File: src/rtl/uart_pkg.sv
// Shared UART types and constants: FSM states, clocks-per-bit helper, ASCII digit bounds.
// The ASCII-to-seven-segment decoder bench uses the digit bounds as well.
package uart_pkg;

  typedef enum logic [2:0] {
    IDLE,
    START,
    DATA,
    STOP,
    BREAK
  } state_t;

  localparam logic [7:0] ASCII_ZERO = 8'h30;
  localparam logic [7:0] ASCII_NINE = 8'h39;

  function automatic int cpb(input int clk_hz, input int baud);
    return clk_hz / baud;
  endfunction

  function automatic logic is_digit(input logic [7:0] c);
    return (c >= ASCII_ZERO) && (c <= ASCII_NINE);
  endfunction

endpackage

File: src/rtl/sync_2ff.sv
// Two-flop synchronizer for the idle-high RX pin; resets to 1 so no start is seen out of reset.
// Latency 2 cycles, no backpressure.
module sync_2ff (
  input  logic clk,
  input  logic rst_n,
  input  logic d,
  output logic q
);

  logic r_meta;
  logic r_sync;

  always_ff @(posedge clk or negedge rst_n) begin
    if (!rst_n) begin
      r_meta <= 1'b1;
      r_sync <= 1'b1;
    end else begin
      r_meta <= d;
      r_sync <= r_meta;
    end
  end

  assign q = r_sync;

endmodule

File: src/rtl/uart_ascii_rx.sv
// 8N1 UART receiver holding the last accepted ASCII byte for the seven-segment decoder.
// valid pulses the edge after the stop-bit sample; no backpressure, the downstream must keep up.
module uart_ascii_rx
  import uart_pkg::*;
#(
  parameter int unsigned CLK_HZ      = 50_000_000,
  parameter int unsigned BAUD        = 9600,
  parameter bit          DIGITS_ONLY = 1'b0,
  parameter logic [7:0]  RESET_CHAR  = 8'h30
) (
  input  logic       clk,
  input  logic       rst_n,
  input  logic       rx,
  output logic [7:0] ascii,
  output logic       valid,
  output logic       frame_err,
  output logic       busy
);

  localparam int CPB  = cpb(CLK_HZ, BAUD);
  localparam int HALF = CPB / 2;
  localparam int TW   = (CPB < 4) ? 2 : $clog2(CPB);

  localparam logic [TW-1:0] TICK_HALF = TW'(HALF - 1);
  localparam logic [TW-1:0] TICK_END  = TW'(CPB - 1);

  if (CPB < 4) begin : g_cpb_check
    $error("uart_ascii_rx: CLK_HZ/BAUD must be at least 4");
  end

  logic          w_rxs;
  logic          w_accept;
  state_t        r_state,  w_state_nxt;
  logic [TW-1:0] r_tick,   w_tick_nxt;
  logic [2:0]    r_bit,    w_bit_nxt;
  logic [7:0]    r_shift,  w_shift_nxt;
  logic [7:0]    r_ascii,  w_ascii_nxt;
  logic          r_valid,  w_valid_nxt;
  logic          r_ferr,   w_ferr_nxt;

  sync_2ff u_sync (
    .clk   (clk),
    .rst_n (rst_n),
    .d     (rx),
    .q     (w_rxs)
  );

  assign w_accept = DIGITS_ONLY ? is_digit(r_shift) : 1'b1;

  always_ff @(posedge clk or negedge rst_n) begin
    if (!rst_n) begin
      r_state <= IDLE;
      r_tick  <= '0;
      r_bit   <= '0;
      r_shift <= '0;
      r_ascii <= RESET_CHAR;
      r_valid <= 1'b0;
      r_ferr  <= 1'b0;
    end else begin
      r_state <= w_state_nxt;
      r_tick  <= w_tick_nxt;
      r_bit   <= w_bit_nxt;
      r_shift <= w_shift_nxt;
      r_ascii <= w_ascii_nxt;
      r_valid <= w_valid_nxt;
      r_ferr  <= w_ferr_nxt;
    end
  end

  // Tick restarts from zero on every state change and every sample point.
  always_comb begin
    w_state_nxt = r_state;
    w_tick_nxt  = r_tick + 1'b1;
    w_bit_nxt   = r_bit;
    w_shift_nxt = r_shift;
    w_ascii_nxt = r_ascii;
    w_valid_nxt = 1'b0;
    w_ferr_nxt  = r_ferr;

    case (r_state)
      IDLE: begin
        w_tick_nxt = '0;
        if (!w_rxs) begin
          w_state_nxt = START;
        end
      end

      START: begin
        if (r_tick == TICK_HALF) begin
          w_tick_nxt = '0;
          if (!w_rxs) begin
            w_state_nxt = DATA;
            w_bit_nxt   = '0;
          end else begin
            w_state_nxt = IDLE;
          end
        end
      end

      DATA: begin
        if (r_tick == TICK_END) begin
          w_tick_nxt  = '0;
          w_shift_nxt = {w_rxs, r_shift[7:1]};
          w_bit_nxt   = r_bit + 3'd1;
          if (r_bit == 3'd7) begin
            w_state_nxt = STOP;
          end
        end
      end

      STOP: begin
        if (r_tick == TICK_END) begin
          w_tick_nxt = '0;
          if (w_rxs) begin
            w_ferr_nxt  = 1'b0;
            w_state_nxt = IDLE;
            if (w_accept) begin
              w_ascii_nxt = r_shift;
              w_valid_nxt = 1'b1;
            end
          end else begin
            w_ferr_nxt  = 1'b1;
            w_state_nxt = BREAK;
          end
        end
      end

      BREAK: begin
        // A line held low must go high before another start can be detected.
        w_tick_nxt = '0;
        if (w_rxs) begin
          w_state_nxt = IDLE;
        end
      end

      default: begin
        w_tick_nxt  = '0;
        w_state_nxt = IDLE;
      end
    endcase
  end

  assign ascii     = r_ascii;
  assign valid     = r_valid;
  assign frame_err = r_ferr;
  assign busy      = (r_state != IDLE);

endmodule

File: config.mk
export PLATFORM = sky130hd
export DESIGN_NAME = uart_ascii_rx
export DESIGN_NICKNAME = d
export VERILOG_FILES = /design/src/rtl/uart_pkg.sv /design/src/rtl/sync_2ff.sv /design/src/rtl/uart_ascii_rx.sv
export SDC_FILE = /design/constraint.sdc
export NUM_CORES = 1
export LEC_CHECK = 0
export ABC_CLOCK_PERIOD_IN_PS = 3200
export BUFFER_PORTS_ARGS = -buffer_cell sky130_fd_sc_hd__clkbuf_2
export CAP_MARGIN = 0
export CORE_ASPECT_RATIO = 0.6
export CORE_MARGIN = 2
export CORE_UTILIZATION = 35
export DETAILED_ROUTE_END_ITERATION = 7
export PLACE_DENSITY_LB_ADDON = 0.2
export SETUP_SLACK_MARGIN = 0.4
export SLEW_MARGIN = 5
export SYNTH_ARGS = -nofsm -noshare
export SYNTH_HDL_FRONTEND = slang
export SYNTH_HIERARCHICAL = 1
export SYNTH_SLANG_ARGS = --single-unit
File: constraint.sdc
create_clock -name clk -period 3.2 [get_ports clk]
set_input_delay 0.16 -clock clk [delete_from_list [all_inputs] [get_ports clk]]
set_output_delay 0.16 -clock clk [all_outputs]
set_load 0.005 [all_outputs]
==> flow_metrics.tcl, run 1 <==
set metrics [dict create \
    required_ns 3.38 \
    cp_slowest_stage_delay_ns 0.39 \
    pwr-share-comb_pct 1.2 \
    r2r-end "r_tick[1]" \
    tns_ns 0 \
    drive_gt1_share_pct 29.01 \
    die-area_um2 5613 \
    clock_path_buffers 2 \
    r2r-start "r_tick[0]" \
    p_int_uw 808.6 \
    maxSlewViolCount 0 \
    r2r_slack_ns 1.28 \
    dp_hpwl_mm 2.148 \
    seq_power_share_pct 50.3 \
    grt_pass1_wl_mm 5.347 \
    htreeDepth 2 \
    end_kind "register" \
    crit_path_start "r_tick[0]" \
    place_area_um2 1873 \
    synth_area_per_cell_um2 12.18 \
    critPathLaunchType "register" \
    worstRegToRegCells 6 \
    ios 14 \
    initial_core_util_pct 37.27 \
    holdBufCountCts 1 \
    cap_viol_max_count 0 \
    vias 1137 \
    routabilityCongestion 0.8028 \
    post-route-util_pct 42.82 \
    cts_root_buf "clkbuf_8" \
    synth_nets 150 \
    path_cells "ha_1, nor4bb_1, nand3_1, a32oi_1, buf_4, and2b_1" \
    clock-sinks 39 \
    cts_tree "built" \
    p_sw_uw 180.1 \
    worstHoldPathType "input port to async pin" \
    grt_overflow_total 0 \
    num-fill-cells 431 \
    vias_per_cell 5.053 \
    crit_family "simple AND/OR/NAND/NOR gates" \
    rsz0062_at_grt "false" \
    die_w_um 95.40 \
    crit_buf_inv 1 \
    routed_wl_mm 3.127 \
    final_area_um2 2016 \
    wl_per_cell_um 13.90 \
    post-cts-setup-buffers 0 \
    ys_ff_latch 39 \
    first_pass_iters 4 \
    synthArstFlopShare_pct 100.0 \
    fin_worst_skew_ns 0.007234 \
    slew_headroom_pct 36.77 \
    clkLatencyLatePin_ns 0.29 \
    grtUsageTotal_pct 12.93 \
    outcome "completed" \
    finalSetupViolations 0 \
    powerDensity_nw_per_um2 490.5 \
    rows 19 \
    grt_max_degree 40 \
    dpl_worst_slack_ns 1.303 \
    yosysWarnings 6 \
    fin_cells 225 \
    clk_pin_slew_ns 0.08 \
    cts-buffers-inserted 5 \
    crit_path_end "r_tick[1]" \
    max_freq_mhz 521.8 \
    synth_area_um2 1754 \
    post-route-min-period_ns 1.916 \
    vdd_drop_max_mv 0.2087 \
    yosysSeqAreaShare_pct 55.92 \
    fin_nets 167 \
    drt_drc_violations_left 0 \
    synthCells 144 \
    clkPwrFrac_pct 48.6 \
    antenna_found_initial 0 \
    grt_pass1_vias 1107 \
    fin_hold_ws_ns 0.001406 \
    cp_max_fo 13 \
    port_buffers 13 \
    worstSetupPathDepth 6 \
    worstMarginPinSlew_ns 0.9484 \
    yosysUniqueCellTypes 33 \
    min_period_over_period_pct 59.89 \
    switching_share_pct 18.21 \
    die_h_um 58.84 \
    finalPower_uw 988.6 \
    hold_violations 0 \
    place_inst 216 \
    drtIter0Drc 44 \
    cts_resized 0 \
    worstSetupPathType "register to register" \
    cp_data_arrival_time_ns 2.09 \
    area_delta_synth_final_pct 14.91 \
    core_area_um2 4707 \
    fin_ws_ns 1.284 \
    synthFlopType "dfrtp_1" \
    ant_nets 0 \
    synth_edf_count 0 \
    p_leak_nw 0.9618 \
    antenna_cells 0 \
    critPathSlowestCell "nor4bb_1" \
]
-- Yosys cell counts (2+ instances only) --
cell type	instances	area (um^2)
nand2_1	7	26.28
buf_2	2	10.01
a32oi_1	2	17.52
xor2_1	6	52.55
xnor2_1	5	43.79
and4bb_2	3	37.54
nor2_1	15	56.30
ha_1	3	37.54
nand4_1	4	25.02
nor3_1	2	10.01
mux2_2	16	180.2
inv_1	5	18.77
nand3_1	10	50.05
and4_1	2	17.52
nor4b_1	3	26.28
o21ai_0	4	20.02
nor4bb_1	2	20.02
dfstp_2	4	105.1
dfrtp_1	35	875.8
-- worst min path at each step --
stage / to / slack, ns / cells past startpoint
6_report: ascii[6] / 0.001 / 1
5_1_grt: ascii[6] / 0.09 / 1
3_3_place_gp: u_sync/r_meta / 0.25 / 1
3_5_place_dp: u_sync/r_meta / 0.25 / 1
4_1_cts: ascii[6] / 0.06 / 1
2_1_floorplan: ascii[0] / -0.14 / 0
-- worst reg2reg max path, stage by stage (launching register included) --
cell and delay [ns]:
dfrtp_1 0.38, ha_1 0.24, nor4bb_1 0.39, nand3_1 0.15
a32oi_1 0.22, buf_4 0.22, and2b_1 0.21
-- kinds of logic (layout without fill, tap and decap cells) --
group	count (synthesis)	after routing	synth area share (%)
AND/OR/NAND/NOR	55	55	19.47
flip-flops	39	39	55.92
multiplexers	17	17	10.84
XOR/XNOR	11	11	5.492
buffers and inverters	10	28	2.924
AO/OA/AOI/OAI	9	9	3.210
adder cells (fa/ha/maj)	3	3	2.140
-- layer usage --
metal / up-vias / GRT usage (%) / share of wire, %
met5: - / 0 / 0
met4: 0 / 6.735 / 2.2
met3: 8 / 3.841 / 3.2
met2: 19 / 18.21 / 42
met1: 567 / 18.09 / 52
li1: 543 / - / -
-- power by group through the flow --
| stage | combinational (mW) | sequential, mW | clock [mW] |
|---|---|---|---|
| 2_1_floorplan | 0.000414 | 0.506 | 0 |
| 3_3_place_gp | 0.0112 | 0.506 | 0 |
| 3_5_place_dp | 0.0118 | 0.506 | 0 |
| 4_1_cts | 0.0128 | 0.497 | 0.492 |
| 5_1_grt | 0.0139 | 0.497 | 0.515 |
| 6_report | 0.0114 | 0.497 | 0.480 |
-- placed cells by master, fill, tap and decap left out --
| cell type | synthesis | routed |
|---|---|---|
| a21boi_0 | 1 | 1 |
| a21oi_1 | 1 | 1 |
| a31oi_1 | 1 | 1 |
| a32oi_1 | 2 | 2 |
| and2_1 | 1 | 1 |
| and2b_1 | 1 | 1 |
| and3_4 | 1 | 1 |
| and4_1 | 2 | 2 |
| and4bb_2 | 3 | 3 |
| buf_4 | 1 | 1 |
| bufinv_16 | 0 | 2 |
| clkbuf_1 | 1 | 1 |
| clkbuf_2 | 0 | 13 |
| clkbuf_8 | 0 | 5 |
| dfrtp_1 | 35 | 35 |
| dfstp_2 | 4 | 4 |
| dlygate4sd3_1 | 0 | 1 |
| ha_1 | 3 | 3 |
| inv_1 | 5 | 5 |
| mux2_2 | 16 | 16 |
| mux2i_1 | 1 | 1 |
| nand2_1 | 7 | 7 |
| nand3_1 | 10 | 10 |
| nand4_1 | 4 | 4 |
| nand4_2 | 1 | 1 |
| nand4_4 | 1 | 1 |
| nor2_1 | 15 | 15 |
| nor2b_1 | 1 | 1 |
| nor3_1 | 2 | 2 |
| nor3b_1 | 1 | 1 |
| nor4b_1 | 3 | 3 |
| nor4bb_1 | 2 | 2 |
| o21ai_0 | 4 | 4 |
| xnor2_1 | 5 | 5 |
| xor2_1 | 6 | 6 |
-- registers in the layout, indices dropped and copies added (netlist names) --
signal and flops:
u_sync/r_meta 1, frame_err 1, u_sync/q 1, ascii 8, r_tick 13, r_bit 3
r_shift 8, valid 1, r_state 3
-- area by class of cell --
cell class	instances	area (um^2)	share of cell area, %
sequential	39	980.9	48.67
multi-input combinational	95	721.9	35.82
timing repair buffer	15	82.58	4.097
tap	63	78.83	3.911
clock buffer	6	72.57	3.600
clock inverter	2	60.06	2.980
inverter	5	18.77	0.9311
No activity file was read; power rests on OpenSTA's default activity.
==> run 2, diff against run 1 <==
--- a/config.mk
+++ b/config.mk
@@ -5,7 +5,8 @@
 export SDC_FILE = /design/constraint.sdc
 export NUM_CORES = 1
 export LEC_CHECK = 0
-export ABC_CLOCK_PERIOD_IN_PS = 3200
+export ABC_AREA = 1
+export ABC_CLOCK_PERIOD_IN_PS = 1900
 export BUFFER_PORTS_ARGS = -buffer_cell sky130_fd_sc_hd__clkbuf_2
 export CAP_MARGIN = 0
 export CORE_ASPECT_RATIO = 0.6
==> constraint.sdc (replaced) <==
create_clock -name clk -period 1.9 [get_ports clk]
set_input_delay 0.095 -clock clk [delete_from_list [all_inputs] [get_ports clk]]
set_output_delay 0.095 -clock clk [all_outputs]
set_load 0.005 [all_outputs]
==> flow_metrics.tcl, run 2 <==
set metrics [dict create \
    synthArstFlopShare_pct 100.0 \
    worstHoldPathType "register to register" \
    cts-buffers-inserted 5 \
    drtIter0Drc 127 \
    outcome "completed" \
    ys_ff_latch 39 \
    cp_data_arrival_time_ns 1.67 \
    yosys-top-cells-count "61 x nand2_1, 35 x dfrtp_1, 23 x inv_1, 17 x nor2_1, 11 x o21ai_1" \
    cp_max_fo 8 \
    grtUsageTotal_pct 15.00 \
    top_register "r_tick" \
    netlist_top_cells_area "dfrtp_1 46%, nand2_1 12%, dfstp_2 5.5%, inv_1 4.5%, nor2_1 3.3%" \
    yosysSeqAreaShare_pct 51.04 \
    worstSetupPathType "register to register" \
    hold_violations 0 \
    switching_share_pct 21.09 \
    dpl_worst_slack_ns 0.3317 \
    seq_power_share_pct 53.5 \
    synth_top_family_by_area "simple AND/OR/NAND/NOR gates" \
    grt_overflow_total 0 \
    tns_ns 0 \
    p_sw_uw 329.4 \
    final_common_cell "nand2_1" \
    max_freq_mhz 671.2 \
    synth_compound_area_share_pct 10.48 \
    final_cell_mix "56 x nand2_1, 34 x dfrtp_1, 22 x inv_1" \
    yosysWarnings 6 \
    post-route-min-period_ns 1.490 \
    synth_adder_area_share_pct 1.953 \
    dp_hpwl_mm 2.702 \
    yosysUniqueCellTypes 30 \
    maxSlewViolCount 0 \
    slew_headroom_pct 66.96 \
    cap_viol_max_count 0 \
    fin_worst_skew_ns 0.006686 \
    synth_area_um2 1922 \
    rows 20 \
    cts_root_buf "clkbuf_8" \
    grt_pass1_wl_mm 6.844 \
    antenna_found_initial 0 \
    die-area_um2 6119 \
    die_h_um 61.40 \
    cts_tree "built" \
    synth_top_area_cell "dfrtp_1" \
    fin_ws_ns 0.4102 \
    clkLatencyLatePin_ns 0.29 \
    p_leak_nw 1.081 \
    drt_drc_violations_left 0 \
    die_w_um 99.67 \
    synth_nets 229 \
    yosysMostFrequentCell "nand2_1" \
    synth-xor-area-share_pct 2.279 \
    pwr-share-comb_pct 1.8 \
    vias 1501 \
    htreeDepth 2 \
    yosysTopAreaCellShare_pct 45.57 \
    initial_core_util_pct 37.10 \
    critPathLaunchType "register" \
    grt_pass1_vias 1404 \
    first_pass_iters 5 \
    rsz0062_at_grt "true" \
    powerDensity_nw_per_um2 667.8 \
    crit_path_start "r_tick[1]" \
    end_kind "register" \
    yosys.area_share.simple_pct 27.15 \
    largest_reg_flops 13 \
    routed_wl_mm 4.012 \
    clock_path_buffers 2 \
    r2r-start "r_tick[1]" \
    clock-sinks 39 \
    vias_per_cell 4.691 \
    drive_gt1_share_pct 31.50 \
    core_area_um2 5180 \
    routabilityCongestion 0.7769 \
    fin_nets 259 \
    ios 14 \
    finalSetupViolations 0 \
    synth_edf_count 0 \
    synthCells 223 \
    finalPower_mw 1.562 \
    hold_start "u_sync/r_meta" \
    grt_max_degree 40 \
    min_period_over_period_pct 78.41 \
    clk_pin_slew_ns 0.08 \
    p_int_mw 1.232 \
    port_buffers 13 \
    area_delta_synth_final_pct 21.68 \
    synthMuxAreaShare_pct 0 \
    vdd_drop_max_mv 0.3751 \
    worstMarginPinSlew_ns 0.4955 \
    required_ns 2.08 \
    synthFlopType "dfrtp_1" \
    ant_nets 0 \
    synth_area_per_cell_um2 8.618 \
    wl_per_cell_um 12.54 \
    antenna_cells 0 \
    clkPwrFrac_pct 44.7 \
]
## run 2: cell types whose count changed after synthesis, moves of 4 or more
cell and change:
a21oi_1 +8, inv_1 +18, inv_2 +7, mux2_2 -16, nand2_1 +54, nand2_2 +5
nor2_4 +4, o21ai_1 +11, o21ai_2 +7, xnor2_1 -4
## run 2: final timing paths
| check | depth (start not counted) | slack (ns) | to |
|---|---|---|---|
| setup / recovery | 8 | 0.41 | ascii[7] |
| hold / removal | 0 | 0.36 | u_sync/q |
| setup reg to reg | 8 | 0.41 | ascii[7] |
| hold reg to reg | 0 | 0.36 | u_sync/q |
| max in group asynchronous | 3 | 1.14 | ascii[4] |
| min in group asynchronous | 3 | 0.39 | ascii[6] |
## run 2: kinds of logic (layout without fill, tap and decap cells)
logic type	after synthesis	in the layout
compound gates	34	34
xor+xnor	5	5
fa+ha+maj	3	3
buf+inv	33	63
flops	39	39
simple gates	109	110
## run 2: worst max-delay path, cell delays in order, from the launching register on
cell	delay (ns)
dfrtp_1	0.41
ha_4	0.19
nand2_4	0.06
nor2_4	0.13
nand3_4	0.11
nor2_4	0.22
nand2_8	0.12
nand2_1	0.09
o21ai_2	0.05
## run 2: through the flow
stage	area (um^2)	utilization, %	instances	hold WS (ns)
after floorplan	1922	-	223	-0.2006
after global placement	2061	39.78	301	0.1862
after detailed placement	2061	39.78	301	0.1842
after CTS	2243	43.31	314	0.3591
after global routing	2338	45.14	320	0.3654
final	2338	45.14	320	0.3567
## run 2: final cells by class
class	count	area (um^2)
Clock inverter	3	43.79
Multi-Input combinational cell	152	883.3
Inverter	30	117.6
Timing Repair Buffer	25	160.2
Sequential cell	39	982.2
Tap cell	66	82.58
Fill cell	531	2841
Clock buffer	5	68.82
## run 2: metal layers
metal / vias up / part of all wire (%) / GRT usage, % / wire [um]
met5: - / 0 / 0 / 0
met4: 0 / 0.47 / 4.697 / 19
met3: 2 / 3.3 / 4.086 / 134
met2: 19 / 38 / 18.73 / 1512
met1: 708 / 58 / 24.27 / 2346
li1: 772 / - / - / -
## run 2: what timing repair did
action / CTS / global route
hold endpoints to repair: 36 / 0
hold buffers: 2 / 0
setup endpoints to repair: 33 / 28
gates resized for setup: 4 / 17
pin swaps: 3 / 10
gates cloned: 1 / 0
buffers inserted: 2 / 6
## run 2: power groups by stage
| stage | sequential (mW) | combinational [mW] | clock [mW] |
|---|---|---|---|
| 6_report | 0.835 | 0.0288 | 0.698 |
| 5_1_grt | 0.836 | 0.0341 | 0.753 |
| 4_1_cts | 0.838 | 0.0267 | 0.721 |
| 3_5_place_dp | 0.852 | 0.0229 | 0 |
| 3_3_place_gp | 0.852 | 0.0235 | 0 |
| 2_1_floorplan | 0.852 | 0.00211 | 0 |
